`config.mk`:
```
export PLATFORM = sky130hd
export DESIGN_NAME = pmem_arbiter_flat
export DESIGN_NICKNAME = d
export VERILOG_FILES = /design/src/rtl/pmem_arbiter_if.sv /design/src/rtl/pmem_arbiter.sv /design/src/flat_wrapper.sv
export SDC_FILE = /design/constraint.sdc
export NUM_CORES = 1
export LEC_CHECK = 0
export BUFFER_PORTS_ARGS = -buffer_cell sky130_fd_sc_hd__buf_2
export CORE_AREA = 10 10 387 389
export DETAILED_ROUTE_END_ITERATION = 12
export DIE_AREA = 0 0 397 399
export PLACE_DENSITY = 0.46
export SYNTH_ARGS = -nofsm -noshare
export SYNTH_HDL_FRONTEND = slang
export SYNTH_SLANG_ARGS = --single-unit
```
`constraint.sdc`:
```
create_clock -name clk -period 2.4 [get_ports clk]
set_input_delay 0.12 -clock clk [delete_from_list [all_inputs] [get_ports clk]]
set_output_delay 0.12 -clock clk [all_outputs]
set_load 0.02 [all_outputs]
```
`src/rtl/pmem_arbiter_if.sv`:
```
// pmem_arbiter_if: cache-side request/response and burst memory-port signals of the arbiter
interface pmem_arbiter_if #(
  parameter int LINE_W = 256,
  parameter int BEAT_W = 64
);
  logic              inst_read;
  logic [31:0]       inst_addr;
  logic [LINE_W-1:0] inst_rdata;
  logic              inst_resp;
  logic              data_read;
  logic              data_write;
  logic [31:0]       data_addr;
  logic [LINE_W-1:0] data_wdata;
  logic [LINE_W-1:0] data_rdata;
  logic              data_resp;
  logic              pmem_read;
  logic              pmem_write;
  logic [31:0]       pmem_address;
  logic [BEAT_W-1:0] pmem_wdata;
  logic [BEAT_W-1:0] pmem_rdata;
  logic              pmem_resp;
  modport slave (
    input  inst_read, inst_addr, data_read, data_write, data_addr, data_wdata, pmem_rdata, pmem_resp,
    output inst_rdata, inst_resp, data_rdata, data_resp, pmem_read, pmem_write, pmem_address, pmem_wdata
  );
  modport master (
    output inst_read, inst_addr, data_read, data_write, data_addr, data_wdata, pmem_rdata, pmem_resp,
    input  inst_rdata, inst_resp, data_rdata, data_resp, pmem_read, pmem_write, pmem_address, pmem_wdata
  );
endinterface

```
`src/rtl/pmem_arbiter.sv`:
```
// pmem_arbiter: shares the burst memory port between icache and dcache; define PMEM_ARB_RR_EN for round-robin grant
module pmem_arbiter #(
  parameter int LINE_W = 256,
  parameter int BEAT_W = 64
) (
  input logic           clk,
  input logic           rst_n,
  pmem_arbiter_if.slave bus
);
  localparam int NB = LINE_W / BEAT_W;
  localparam int KW = $clog2(NB);
  localparam logic [KW-1:0] K_LAST = KW'(NB - 1);
  localparam logic [31:0] OFS_MASK = 32'(LINE_W / 8 - 1);
  localparam logic [2:0] IDLE = 3'd0, I_RD = 3'd1, D_RD = 3'd2, D_WR = 3'd3, DONE = 3'd4;
  logic [2:0]        r_state;
  logic [KW-1:0]     r_k;
  logic [LINE_W-1:0] r_line;
  logic [LINE_W-1:0] r_wline;
  logic [31:0]       r_addr;
  logic              r_rd;
  logic              r_wr;
  logic              r_iresp;
  logic              r_dresp;
  logic              w_dreq;
  logic              w_req;
  logic              w_gnt_d;
  logic              w_last;
  assign w_dreq = bus.data_read | bus.data_write;
  assign w_req  = w_dreq | bus.inst_read;
  assign w_last = bus.pmem_resp && r_k == K_LAST;
`ifdef PMEM_ARB_RR_EN
  logic r_last_d;
  // on contention the requester not served last time wins
  assign w_gnt_d = w_dreq & (~bus.inst_read | ~r_last_d);
  always_ff @(posedge clk or negedge rst_n)
    if (!rst_n) r_last_d <= 1'b0;
    else if (r_state == IDLE && w_req) r_last_d <= w_gnt_d;
`else
  assign w_gnt_d = w_dreq;
`endif
  always_ff @(posedge clk or negedge rst_n) begin
    if (!rst_n) begin
      r_state <= IDLE;
      r_k     <= '0;
      r_line  <= '0;
      r_wline <= '0;
      r_addr  <= '0;
      r_rd    <= 1'b0;
      r_wr    <= 1'b0;
      r_iresp <= 1'b0;
      r_dresp <= 1'b0;
    end else begin
      case (r_state)
        IDLE: if (w_req) begin
          r_addr <= (w_gnt_d ? bus.data_addr : bus.inst_addr) & ~OFS_MASK;
          r_k    <= '0;
          r_rd   <= ~(w_gnt_d & bus.data_write);
          r_wr   <= w_gnt_d & bus.data_write;
          if (w_gnt_d & bus.data_write) r_wline <= bus.data_wdata;
          r_state <= !w_gnt_d ? I_RD : bus.data_write ? D_WR : D_RD;
        end
        I_RD, D_RD: if (bus.pmem_resp) begin
          r_line[int'(r_k) * BEAT_W +: BEAT_W] <= bus.pmem_rdata;
          r_k <= r_k + 1'b1;
          if (w_last) begin
            r_rd    <= 1'b0;
            r_iresp <= r_state == I_RD;
            r_dresp <= r_state == D_RD;
            r_state <= DONE;
          end
        end
        D_WR: if (bus.pmem_resp) begin
          r_k <= r_k + 1'b1;
          if (w_last) begin
            r_wr    <= 1'b0;
            r_dresp <= 1'b1;
            r_state <= DONE;
          end
        end
        DONE: begin
          r_iresp <= 1'b0;
          r_dresp <= 1'b0;
          r_state <= IDLE;
        end
        default: r_state <= IDLE;
      endcase
    end
  end
  assign bus.pmem_read    = r_rd;
  assign bus.pmem_write   = r_wr;
  assign bus.pmem_address = r_addr;
  assign bus.pmem_wdata   = r_state == D_WR ? r_wline[int'(r_k) * BEAT_W +: BEAT_W] : '0;
  assign bus.inst_resp    = r_iresp;
  assign bus.data_resp    = r_dresp;
  assign bus.inst_rdata   = r_line;
  assign bus.data_rdata   = r_line;
endmodule

```
`src/flat_wrapper.sv`:
```
// flat-port wrapper written by rule: the top's interface ports become plain ports
module pmem_arbiter_flat 
#(
  parameter int LINE_W = 256,
  parameter int BEAT_W = 64
)
  (clk, rst_n, bus_inst_read, bus_inst_addr, bus_data_read, bus_data_write, bus_data_addr, bus_data_wdata, bus_pmem_rdata, bus_pmem_resp, bus_inst_rdata, bus_inst_resp, bus_data_rdata, bus_data_resp, bus_pmem_read, bus_pmem_write, bus_pmem_address, bus_pmem_wdata);
  pmem_arbiter_if #(.LINE_W(LINE_W), .BEAT_W(BEAT_W)) bus_i ();
  input logic clk;
  input logic rst_n;
  input wire logic [$bits(bus_i.inst_read)-1:0] bus_inst_read;
  input wire logic [$bits(bus_i.inst_addr)-1:0] bus_inst_addr;
  input wire logic [$bits(bus_i.data_read)-1:0] bus_data_read;
  input wire logic [$bits(bus_i.data_write)-1:0] bus_data_write;
  input wire logic [$bits(bus_i.data_addr)-1:0] bus_data_addr;
  input wire logic [$bits(bus_i.data_wdata)-1:0] bus_data_wdata;
  input wire logic [$bits(bus_i.pmem_rdata)-1:0] bus_pmem_rdata;
  input wire logic [$bits(bus_i.pmem_resp)-1:0] bus_pmem_resp;
  output wire logic [$bits(bus_i.inst_rdata)-1:0] bus_inst_rdata;
  output wire logic [$bits(bus_i.inst_resp)-1:0] bus_inst_resp;
  output wire logic [$bits(bus_i.data_rdata)-1:0] bus_data_rdata;
  output wire logic [$bits(bus_i.data_resp)-1:0] bus_data_resp;
  output wire logic [$bits(bus_i.pmem_read)-1:0] bus_pmem_read;
  output wire logic [$bits(bus_i.pmem_write)-1:0] bus_pmem_write;
  output wire logic [$bits(bus_i.pmem_address)-1:0] bus_pmem_address;
  output wire logic [$bits(bus_i.pmem_wdata)-1:0] bus_pmem_wdata;
  assign bus_i.inst_read = bus_inst_read;
  assign bus_i.inst_addr = bus_inst_addr;
  assign bus_i.data_read = bus_data_read;
  assign bus_i.data_write = bus_data_write;
  assign bus_i.data_addr = bus_data_addr;
  assign bus_i.data_wdata = bus_data_wdata;
  assign bus_i.pmem_rdata = bus_pmem_rdata;
  assign bus_i.pmem_resp = bus_pmem_resp;
  assign bus_inst_rdata = bus_i.inst_rdata;
  assign bus_inst_resp = bus_i.inst_resp;
  assign bus_data_rdata = bus_i.data_rdata;
  assign bus_data_resp = bus_i.data_resp;
  assign bus_pmem_read = bus_i.pmem_read;
  assign bus_pmem_write = bus_i.pmem_write;
  assign bus_pmem_address = bus_i.pmem_address;
  assign bus_pmem_wdata = bus_i.pmem_wdata;
  pmem_arbiter #(.LINE_W(LINE_W), .BEAT_W(BEAT_W)) u_core (.clk(clk), .rst_n(rst_n), .bus(bus_i));
endmodule
```
==> results of run 1 <==
## state kept, by name, summed over array words and instances, names as in the netlist
signal and cells:
u_core.bus.data_rdata 256, u_core.bus.data_resp 1, u_core.bus.inst_resp 1, u_core.bus.pmem_address 27
u_core.bus.pmem_read 1, u_core.bus.pmem_write 1, u_core.r_k 2, u_core.r_state 3
u_core.r_wline 256
## cells in the final DEF, fill, tap and decap left out, types with 4 or more instances in the layout
master	netlist	final
buf_12	28	37
buf_16	0	6
buf_2	28	927
buf_4	278	73
buf_6	25	48
buf_8	2	4
bufinv_16	0	4
clkbuf_1	14	11
clkbuf_16	0	72
clkbuf_8	0	15
clkinv_2	0	11
conb_1	1	5
dfrtp_1	548	544
diode_2	0	12
dlygate4sd3_1	0	380
ha_1	5	5
inv_1	261	261
mux2_1	9	9
mux2_2	82	82
mux2_4	220	220
mux2i_1	256	256
mux4_2	64	64
nand2_1	257	257
nor2_1	5	5
nor2b_1	65	25
nor2b_4	0	40
o21ai_0	6	6
## worst max-delay path, stage by stage, from the launching register on
cell     delay, ns
dfrtp_4       0.43
buf_16        0.17
buf_16        0.19
mux4_2        0.59
nor2b_1       0.17
buf_2         0.16
## report_power, final
| part | total (mW) | internal (mW) | switching (mW) |
|---|---|---|---|
| clock network | 10.7 | 6.31 | 4.42 |
| logic | 27.7 | 12.8 | 14.9 |
| registers | 16.3 | 13.2 | 3.09 |
| total | 54.7 | 32.3 | 22.4 |
## path summary, 6_finish.rpt
| path | startpoint | endpoint | slack, ns |
|---|---|---|---|
| max reg2reg | u_core.r_k[0] | u_core.bus.data_rdata[38] | 0.16 |
| min in group clk | bus_data_wdata[215] | u_core.r_wline[215] | 0.24 |
| min reg2reg | u_core.r_wline[178] | u_core.r_wline[178] | 0.48 |
| min | rst_n | u_core.bus.data_rdata[164] | 0.06 |
| max | u_core.r_k[0] | bus_pmem_wdata[14] | -0.12 |
| max in group asynchronous | rst_n | u_core.bus.pmem_address[27] | 1.38 |
## routing by layer
| layer | GRT usage | vias up | wire length [µm] |
|---|---|---|---|
| met5 | 0 | - | 96 |
| met4 | 0.0395 | 16 | 3160 |
| met3 | 0.0515 | 153 | 10200 |
| met2 | 0.266 | 809 | 62700 |
| met1 | 0.182 | 10200 | 50700 |
| li1 | - | 9236 | - |
## kinds of logic after synthesis
logic type / synth area share
buf+inv: 0.148
mux: 0.299
flops: 0.492
simple gates: 0.0543
compound gates: 0.00395
fa+ha+maj: 0.00224
other cells: 0.000134
xor+xnor: 0.000583
## synth_stat cells (all sizes together), types with 2 or more instances
cell,count,area (µm²)
dfrtp,548,13700
buf,362,3100
mux2,311,4330
inv,261,980
nand2,257,965
mux2i,256,2560
nor2b,65,407
mux4,64,1440
clkbuf,14,52.6
nor2,6,25.0
o21ai,6,30.0
ha,5,62.6
nand3,4,20.0
nor3b,3,22.5
a22oi,2,15.0
a31oi,2,12.5
and2,2,12.5
nand2b,2,12.5
## cell type report
class                      instances  share of cell area
timing repair buffer            1476               0.261
clock buffer                      97              0.0502
clock inverter                    23             0.00636
tap                             1903              0.0590
multi-input combinational       1004               0.258
sequential                       548               0.340
antenna                           12            0.000744
inverter                         261              0.0243
## repair_timing
action,CTS,global route
hold buffers,380,0
cloned,3,1
endpoints found under the hold margin,997,0
gates resized for setup,120,85
setup endpoints to repair,64,107
buffers inserted,12,2
==> out/summary.txt, run 1 <==
Vias in the first global route - 22,500
Die area - 158,000 µm²
RSZ-0062 raised after global routing - true
Routed WL - 127,000 µm
Critical path required time - 2.28 ns
Fraction of registers with async set/reset - 1.00
Area delta synth->final - 44.6%
Clk sinks - 548
Die Y - 399 µm
Final Util - 0.283
Static Leak - 20.3 nW
Flops & latches, synth - 548
Final setup viols - 48
Drt drc - 0
Synthesized area - 27,900 µm²
Clk slew on worst S/H paths - 0.06 ns
Dpl hpwl - 98,000 µm
Number of distinct library cells after synthesis - 41
Final Non-Filler Cells - 5,324
Final hold slack - 0.0581 ns
Failing checks - negative setup slack
Crit. End Element - output pin
Top FF cell, synth - dfrtp_1
Cell Rows - 139
Avg Vias per Cell - 3.84
Final layout net count - 3,755
Mean Syn Cell Area - 12.8 µm²
Slew @ Worst Pin - 0.774 ns
Synthesized instance count - 2,185
Number of synthesized flops with an enable pin - 0
YS warnings - 0
Post-DP Area - 33,300 µm²
Starting DRT DRC Count - 1,009
Setup WS pre-CTS - 0.247 ns
Num CTS Buffers - 69
Maxcap violations - 0
Seq/Total Area, Yosys - 0.492
Fin Clk Skew - 0.0268 ns
Largest net degree at the start of global routing - 71
Layout cell share with drive strength beyond 1 - 0.478
GRT Overall Usage - 0.154
Final worst slack - -0.120 ns
Vias - 20,400
Final Instance Area - 40,300 µm²
Power per Cell Area - 1360 nW/µm²
Clk_lat worst skew - 0.66 ns
IO buf count - 986
Min Clock Period, post-route - 2.52 ns
First-pass GRT wire length - 177,000 µm
Core area - 142,000 µm²
GRT overflow - 0
VDD IR-drop max - 0.000694 V
Inst Count DP - 4,795
Hold/Removal Path Class - in2async
Final period util - 1.05
Die Width - 397 µm
Setup_tns - -2.70 ns
Fmax - 397 MHz
Antenna Nets Post-Route - 0
Layout fillers - 14,700
Antenna violations before repair - 35
Final Hold Viols - 0
Worst-case clock buffer depth - 3
Arr. time, crit path - 2.40 ns
H-tree Lvls - 3
Critical Path Fanout Max - 12
Storage element area - 13,700 µm²
Slew HR - 0.484
Area of the multi-input gates - 10,400 µm²
CTS tree - built
Crit start category - flop
Total Power - 54.7 mW
Ports - 1,002
Gpl congestion - 0.825
Outcome - finished with violations
Pre-antenna DRT Iters - 5
Reg2reg path depth - 10
Setup Crit Path Kind - reg2out
Clock root buffer - clkbuf_16
Drt wl/cell - 23.8 µm
Starting Density - 0.196
Max Slew Vio Count - 0
(Power assumes the default switching activity.)
==> inputs of run 2 (changes only) <==
--- a/config.mk
+++ b/config.mk
@@ -6,10 +6,10 @@
 export NUM_CORES = 1
 export LEC_CHECK = 0
 export BUFFER_PORTS_ARGS = -buffer_cell sky130_fd_sc_hd__buf_2
-export CORE_AREA = 10 10 387 389
+export CORE_AREA = 10 10 384 386
 export DETAILED_ROUTE_END_ITERATION = 12
-export DIE_AREA = 0 0 397 399
-export PLACE_DENSITY = 0.46
+export DIE_AREA = 0 0 394 396
+export PLACE_DENSITY = 0.47
 export SYNTH_ARGS = -nofsm -noshare
 export SYNTH_HDL_FRONTEND = slang
 export SYNTH_SLANG_ARGS = --single-unit
==> constraint.sdc (replaced) <==
create_clock -name clk -period 2.1 [get_ports clk]
set_input_delay 0.105 -clock clk [delete_from_list [all_inputs] [get_ports clk]]
set_output_delay 0.105 -clock clk [all_outputs]
set_load 0.02 [all_outputs]
==> out/summary.txt, run 2 (synthesis gave the netlist of run 1 again) <==
Outcome - finished with violations
Failing checks - negative setup slack
Critical path required time - 2.00 ns (-0.28 ns)
Area delta synth->final - 48.5%
Die Width - 394 µm (-0.76%)
RSZ-0062 raised after global routing - true
GRT overflow - 0 (unchanged)
Starting DRT DRC Count - 1,011 (+0.20%)
Largest net degree at the start of global routing - 60 (-15%)
Static Leak - 20.8 nW (+2.4%)
Vias in the first global route - 22,800 (+1.4%)
Crit. End Element - output pin
Ports - 1,002 (unchanged)
P_sw - 26.6 mW (+19%)
Antenna violations before repair - 19 (-46%)
Drt wl/cell - 24.5 µm (+3.0%)
R2r setup slk - -0.08 ns (-0.24 ns)
Clock power share - 0.195 (about the same)
Layout cell share with drive strength beyond 1 - 0.492 (+0.0149)
H-tree Lvls - 3 (unchanged)
Pre-antenna DRT Iters - 4 (-1)
Register share of total power - 0.286 (-0.012)
Num CTS Buffers - 70 (+1.4%)
Commonest non-fill, non-tap cell in the layout - buf_2
CTS tree - built
R2R Path End - u_core.bus.data_rdata[184]
Final Instance Area - 41,400 µm² (+2.7%)
Worst-case clock buffer depth - 3 (unchanged)
Core area - 139,000 µm² (-2.3%)
Final setup viols - 126 (+160%)
Vias - 20,700 (+1.4%)
Crit path buf inv count - 4 (+1)
Sw frac - 0.408 (-0.00162)
Crit path cell chain - buf_12 -> buf_16 -> buf_8 -> mux4_2 -> nor2b_2 -> buf_6
Most frequent cells in the layout - 931 x buf_2, 543 x dfrtp_1, 380 x dlygate4sd3_1, 261 x inv_1, 255 x mux2i_1
Final hold slack - 0.211 ns (+0.153 ns)
VDD IR-drop max - 0.000764 V (+10%)
Starting Density - 0.200 (+0.00457)
Min Clock Period, post-route - 2.53 ns
Gpl congestion - 0.851 (+3.2%)
IO buf count - 986 (unchanged)
FF-to-FF Start - u_core.r_k[0]
Power per Cell Area - 1570 nW/µm² (+16%)
Max Slew Vio Count - 0 (unchanged)
Internal power - 38.6 mW (+20%)
Clock root buffer - clkbuf_16
Comb pwr share - 0.519 (+0.013)
Dpl hpwl - 98,800 µm (+0.84%)
Die area - 156,000 µm² (-1.5%)
Final Util - 0.298 (+0.0143)
Avg Vias per Cell - 3.88 (+0.99%)
Clk slew on worst S/H paths - 0.06 ns (about the same)
Cell Rows - 137 (-1.4%)
Crit start category - flop
Final period util - 1.20
Final layout net count - 3,806 (+1.4%)
Clk_lat worst skew - 0.66 ns (about the same)
GRT Overall Usage - 0.158 (+0.00424)
Critical path's slowest cell - dfrtp_4
Post-DP Area - 33,600 µm² (+0.98%)
Reg2reg path depth - 10 (unchanged)
Drt drc - 0 (unchanged)
Hold/Removal Path Class - in2async
Routed WL - 131,000 µm (+3.4%)
Critical Path Fanout Max - 7 (-5)
CP top delay family - buffers and inverters
Die Y - 396 µm (-0.75%)
Critical path's largest stage delay - 0.48 ns (-0.11 ns)
Fin Clk Skew - 0.0218 ns (-0.00505 ns)
Maxcap violations - 0 (unchanged)
Final worst slack - -0.427 ns (-0.307 ns)
Final Hold Viols - 0 (unchanged)
First-pass GRT wire length - 180,000 µm (+1.8%)
Clk sinks - 548 (unchanged)
Arr. time, crit path - 2.42 ns (+0.02 ns)
Antenna Nets Post-Route - 0 (unchanged)
Fmax - 396 MHz
Setup Crit Path Kind - reg2out
-- run 2: changes by cell type in the layout (fill, tap and decap cells not counted), sizes merged --
cell / before / now
clkbuf: 98 / 110
buf: 1095 / 1135
inv: 263 / 267
diode: 12 / 7
clkinv: 14 / 10
bufinv: 4 / 6
clkinvlp: 3 / 4
-- run 2: power by group through the flow --
| stage | registers (mW) | clock network (mW) | logic [mW] |
|---|---|---|---|
| final | 18.6 | 12.7 | 33.8 |
| after global routing | 19.2 | 13.5 | 36.0 |
| after CTS | 18.6 | 13.1 | 32.6 |
| after detailed placement | 18.7 | 0 | 30.0 |
| after global placement | 18.6 | 0 | 29.8 |
| after floorplan | 19.7 | 0 | 18.5 |
-- run 2: metrics by stage --
step | TNS, ns | cells | power [mW] | setup WS [ns]
after floorplan | 0 | 2189 | 38.2 | 0.0489
after global placement | 0 | 4792 | 48.4 | 0.128
after detailed placement | 0 | 4792 | 48.7 | 0.0738
after CTS | -36.63 | 5316 | 64.4 | -0.561
after global routing | -47.35 | 5347 | 68.7 | -0.564
final | -22.00 | 5347 | 65.2 | -0.427
-- run 2: area by class of cell --
class	count	area, µm²
Tap cell	1876	2350
Clock buffer	99	2050
Antenna cell	7	17.5
Sequential cell	548	13700
Fill cell	14300	97800
Timing Repair Buffer	1526	11500
Clock inverter	26	364
Inverter	261	980
Multi-Input combinational cell	1004	10500
-- run 2: worst max path at each step --
stage | start | to | slack (ns) | depth (start not counted)
floorplan | u_core.r_k[1] | u_core.bus.data_rdata[100] | 0.05 | 9
global placement | u_core.r_k[0] | bus_pmem_wdata[31] | 0.13 | 6
detailed placement | u_core.r_k[0] | u_core.bus.data_rdata[248] | 0.07 | 7
CTS | u_core.r_k[0] | bus_pmem_wdata[21] | -0.56 | 6
global route | u_core.r_k[0] | bus_pmem_wdata[28] | -0.56 | 6
finish | u_core.r_k[0] | bus_pmem_wdata[31] | -0.43 | 6
-- run 2: what timing repair did --
action / in CTS / in global routing
gates resized for setup: 110 / 130
endpoints found under the hold margin: 963 / 0
endpoints found under the setup margin: 65 / 273
buffers inserted: 14 / 18
cloned: 6 / 12
pin swaps: 1 / 5
hold buffers: 381 / 0
-- run 2: routing by layer --
| layer | track usage | vias up | routed length (µm) |
|---|---|---|---|
| li1 | - | 9360 | - |
| met1 | 0.185 | 10400 | 52600 |
| met2 | 0.278 | 806 | 66400 |
| met3 | 0.0516 | 130 | 9210 |
| met4 | 0.0375 | 10 | 2840 |
| met5 | 0 | - | 61 |
-- run 2: worst min-delay path: cells and delay by family --
kind     cells  cell delay, ns
buf+inv      3            1.11
==> inputs of run 3 (changes only) <==
--- a/config.mk
+++ b/config.mk
@@ -5,11 +5,14 @@
 export SDC_FILE = /design/constraint.sdc
 export NUM_CORES = 1
 export LEC_CHECK = 0
+export ABC_AREA = 1
 export BUFFER_PORTS_ARGS = -buffer_cell sky130_fd_sc_hd__buf_2
-export CORE_AREA = 10 10 384 386
+export CELL_PAD_IN_SITES_DETAIL_PLACEMENT = 2
+export CELL_PAD_IN_SITES_GLOBAL_PLACEMENT = 2
+export CORE_AREA = 10 10 377 379
 export DETAILED_ROUTE_END_ITERATION = 12
-export DIE_AREA = 0 0 394 396
-export PLACE_DENSITY = 0.47
+export DIE_AREA = 0 0 387 389
+export PLACE_DENSITY = 0.71
 export SYNTH_ARGS = -nofsm -noshare
 export SYNTH_HDL_FRONTEND = slang
 export SYNTH_SLANG_ARGS = --single-unit
==> out/summary.txt, run 3 <==
Top FF cell, synth - dfrtp_1
Most frequent cells in the layout - 1,131 x nand2_1, 921 x buf_2, 546 x dfrtp_1, 379 x dlygate4sd3_1, 266 x nand3_1
Hold/Removal Path Class - in2async
GRT Overall Usage - 0.210 (+0.0521)
Layout cell share with drive strength beyond 1 - 0.354 (-0.138)
Critical path required time - 2.00 ns (about the same)
Commonest non-fill, non-tap cell in the layout - nand2_1
Final layout net count - 4,914 (+29%)
Antenna Nets Post-Route - 0 (unchanged)
Clk slew on worst S/H paths - 0.06 ns (about the same)
Register share of total power - 0.278 (-0.008)
CTS tree - built
Critical Path Fanout Max - 15 (+8)
First-pass GRT wire length - 238,000 µm (+32%)
Drt drc - 0 (unchanged)
Static Leak - 21.2 nW (+2.3%)
Starting DRT DRC Count - 1,874 (+85%)
Seq/Total Area, Yosys - 0.520 (+0.0279)
Slew @ Worst Pin - 0.611 ns
Number of distinct library cells after synthesis - 26 (-37%)
Power per Cell Area - 1660 nW/µm² (+5.4%)
Dpl hpwl - 110,000 µm (+11%)
H-tree Lvls - 3 (unchanged)
Synth area leaders - dfrtp_1 52%, nand2_1 16%, buf_4 7.6%
Min Clock Period, post-route - 2.50 ns (-0.0243 ns)
Yosys top cell area share - 0.520 (+0.0279)
Reg2reg path depth - 12 (+2)
Inst Count DP - 5,756 (+20%)
Maxcap violations - 0 (unchanged)
Commonest cells in the synthesized netlist - 1,151 x nand2_1, 548 x dfrtp_1, 288 x nor2_1, 267 x nand3_1, 266 x buf_4
Final hold slack - 0.229 ns (+0.0183 ns)
Comb pwr share - 0.545 (+0.026)
Arr. time, crit path - 2.40 ns (-0.02 ns)
Internal power - 35.0 mW (-9.3%)
Area delta synth->final - 58.6%
GRT overflow - 0 (unchanged)
Die Width - 387 µm (-1.8%)
Num CTS Buffers - 71 (+1.4%)
Largest net degree at the start of global routing - 113 (+88%)
Setup_tns - -56.60 ns (-34.60 ns)
Pre-antenna DRT Iters - 5 (+1)
Sw frac - 0.496 (+0.0880)
Clock root buffer - clkbuf_16
Crit. End Element - output pin
Antenna violations before repair - 34 (+15)
Final setup viols - 320 (+150%)
Core area - 135,000 µm² (-3.3%)
Synthesized area - 26,400 µm² (-5.4%)
Max Slew Vio Count - 0 (unchanged)
Worst-case clock buffer depth - 3 (unchanged)
Biggest area consumer among synthesized cells - dfrtp_1
Final Non-Filler Cells - 6,367 (+19%)
Synthesized instance count - 3,330 (+52%)
YS warnings - 0 (unchanged)
Final period util - 1.19 (-0.0116)
Fraction of registers with async set/reset - 1.00 (unchanged)
Slew HR - 0.593
Setup Crit Path Kind - reg2out
Fin Clk Skew - 0.0308 ns (+0.00905 ns)
Final worst slack - -0.403 ns (+0.0243 ns)
Avg Vias per Cell - 4.62 (+19%)
Routed WL - 177,000 µm (+35%)
Die Y - 389 µm (-1.8%)
VDD IR-drop max - 0.000717 V (-6.2%)
Post-DP Area - 32,400 µm² (-3.6%)
Drt wl/cell - 27.8 µm (+14%)
Final Instance Area - 41,900 µm² (+1.1%)
Clk_lat worst skew - 0.67 ns (about the same)
Die area - 151,000 µm² (-3.5%)
Clk sinks - 548 (unchanged)
Ports - 1,002 (unchanged)
RSZ-0062 raised after global routing - true
Top-count cell post-synth - nand2_1
P_sw - 34.4 mW (+29%)
Flops & latches, synth - 548 (unchanged)
Number of synthesized flops with an enable pin - 0 (unchanged)
Vias in the first global route - 32,300 (+42%)
Crit start category - flop
Clock power share - 0.177 (-0.018)
Failing checks - negative setup slack
Starting Density - 0.196 (-0.00432)
Gpl congestion - 0.797 (-6.4%)
Outcome - finished with violations
Fmax - 399 MHz (+0.97%)
Mean Syn Cell Area - 7.93 µm² (-38%)
Cell Rows - 135 (-1.5%)
Vias - 29,400 (+42%)
IO buf count - 986 (unchanged)
Final Hold Viols - 0 (unchanged)
[run 3: cell types whose count changed after synthesis, sizes merged, moves of 25 or more]
| cell | previous run | this run |
|---|---|---|
| nor2 | 6 | 290 |
| o21ai | 6 | 393 |
| mux4 | 64 | 0 |
| nand3 | 4 | 267 |
| inv | 261 | 77 |
| a21oi | 1 | 66 |
| nand2 | 257 | 1154 |
| a31oi | 2 | 27 |
| buf | 362 | 415 |
| mux2i | 256 | 0 |
| clkbuf | 14 | 79 |
| nor2b | 65 | 0 |
| mux2 | 311 | 0 |
[run 3: worst max-delay path, cell delays in order (launching register included)]
cell,delay [ns]
dfrtp_4,0.50
buf_6,0.14
clkinv_8,0.06
buf_16,0.15
buf_12,0.14
clkbuf_16,0.21
o21ai_1,0.11
a21oi_2,0.23
buf_6,0.16
[run 3: metal layers]
| layer | GRT usage | part of all wire |
|---|---|---|
| met4 | 0.0689 | 0.043 |
| met5 | 0 | 0.00063 |
| met2 | 0.384 | 0.51 |
| met3 | 0.0435 | 0.054 |
| met1 | 0.243 | 0.39 |
[run 3: layout make-up]
type                    instances  area [µm²]
clock buffers                  99        2040
repair buffers               1606       12500
diodes                         20        50.0
multi-input cells            2214       10700
inverters                      78         325
flip-flops and latches        548       13700
fillers                     15200       92800
well taps                    1781        2230
clock inverters                21         195
[run 3: power by group through the flow]
stage               Clock [mW]  Combinational (mW)  Sequential [mW]
CTS                       12.5                32.3             18.6
detailed placement           0                28.6             18.6
global placement             0                27.9             18.4
floorplan                    0                15.9             19.7
finish                    12.3                37.8             19.3
global route              13.0                40.2             19.8
[run 3: cell families (layout without fill, tap and decap cells)]
family                   after synthesis  in the layout  share of synthesized area
flip-flops                           548            548                      0.520
buffers and inverters                572           1804                      0.125
AO/OA/AOI/OAI                        488            488                     0.0941
AND/OR/NAND/NOR                     1716           1716                      0.258
adder cells (fa/ha/maj)                5              5                    0.00237
other                                  1             25                   0.000142
[run 3: path summary, 6_finish.rpt]
path / startpoint / to / slack [ns]
worst max register to register: u_core.r_k[1] / u_core.bus.data_rdata[153] / -0.27
worst min-delay path: rst_n / u_core.r_wline[55] / 0.23
worst min register to register: u_core.r_wline[225] / u_core.r_wline[225] / 0.47
worst max-delay path: u_core.r_k[0] / bus_pmem_wdata[7] / -0.40
max in group asynchronous: rst_n / u_core.bus.data_rdata[25] / 1.31
min in group clk: bus_data_wdata[219] / u_core.r_wline[219] / 0.23
[run 3: metrics by stage]
stage / worst slack (ns) / total power, mW / util
global route: -0.491 / 73.0 / 0.311
floorplan: -0.0343 / 35.6 / -
CTS: -0.447 / 63.4 / 0.293
detailed placement: 0.0376 / 47.3 / 0.241
finish: -0.403 / 69.4 / 0.311
global placement: 0.115 / 46.3 / 0.241
[run 3: what timing repair did]
action                                 in CTS  in global routing
gates resized for setup                   231                476
setup endpoints to repair                  65                321
hold buffers                              380                  0
pin swaps                                  48                143
setup buffers                              18                 50
gates cloned                               11                 20
endpoints found under the hold margin     963                  0
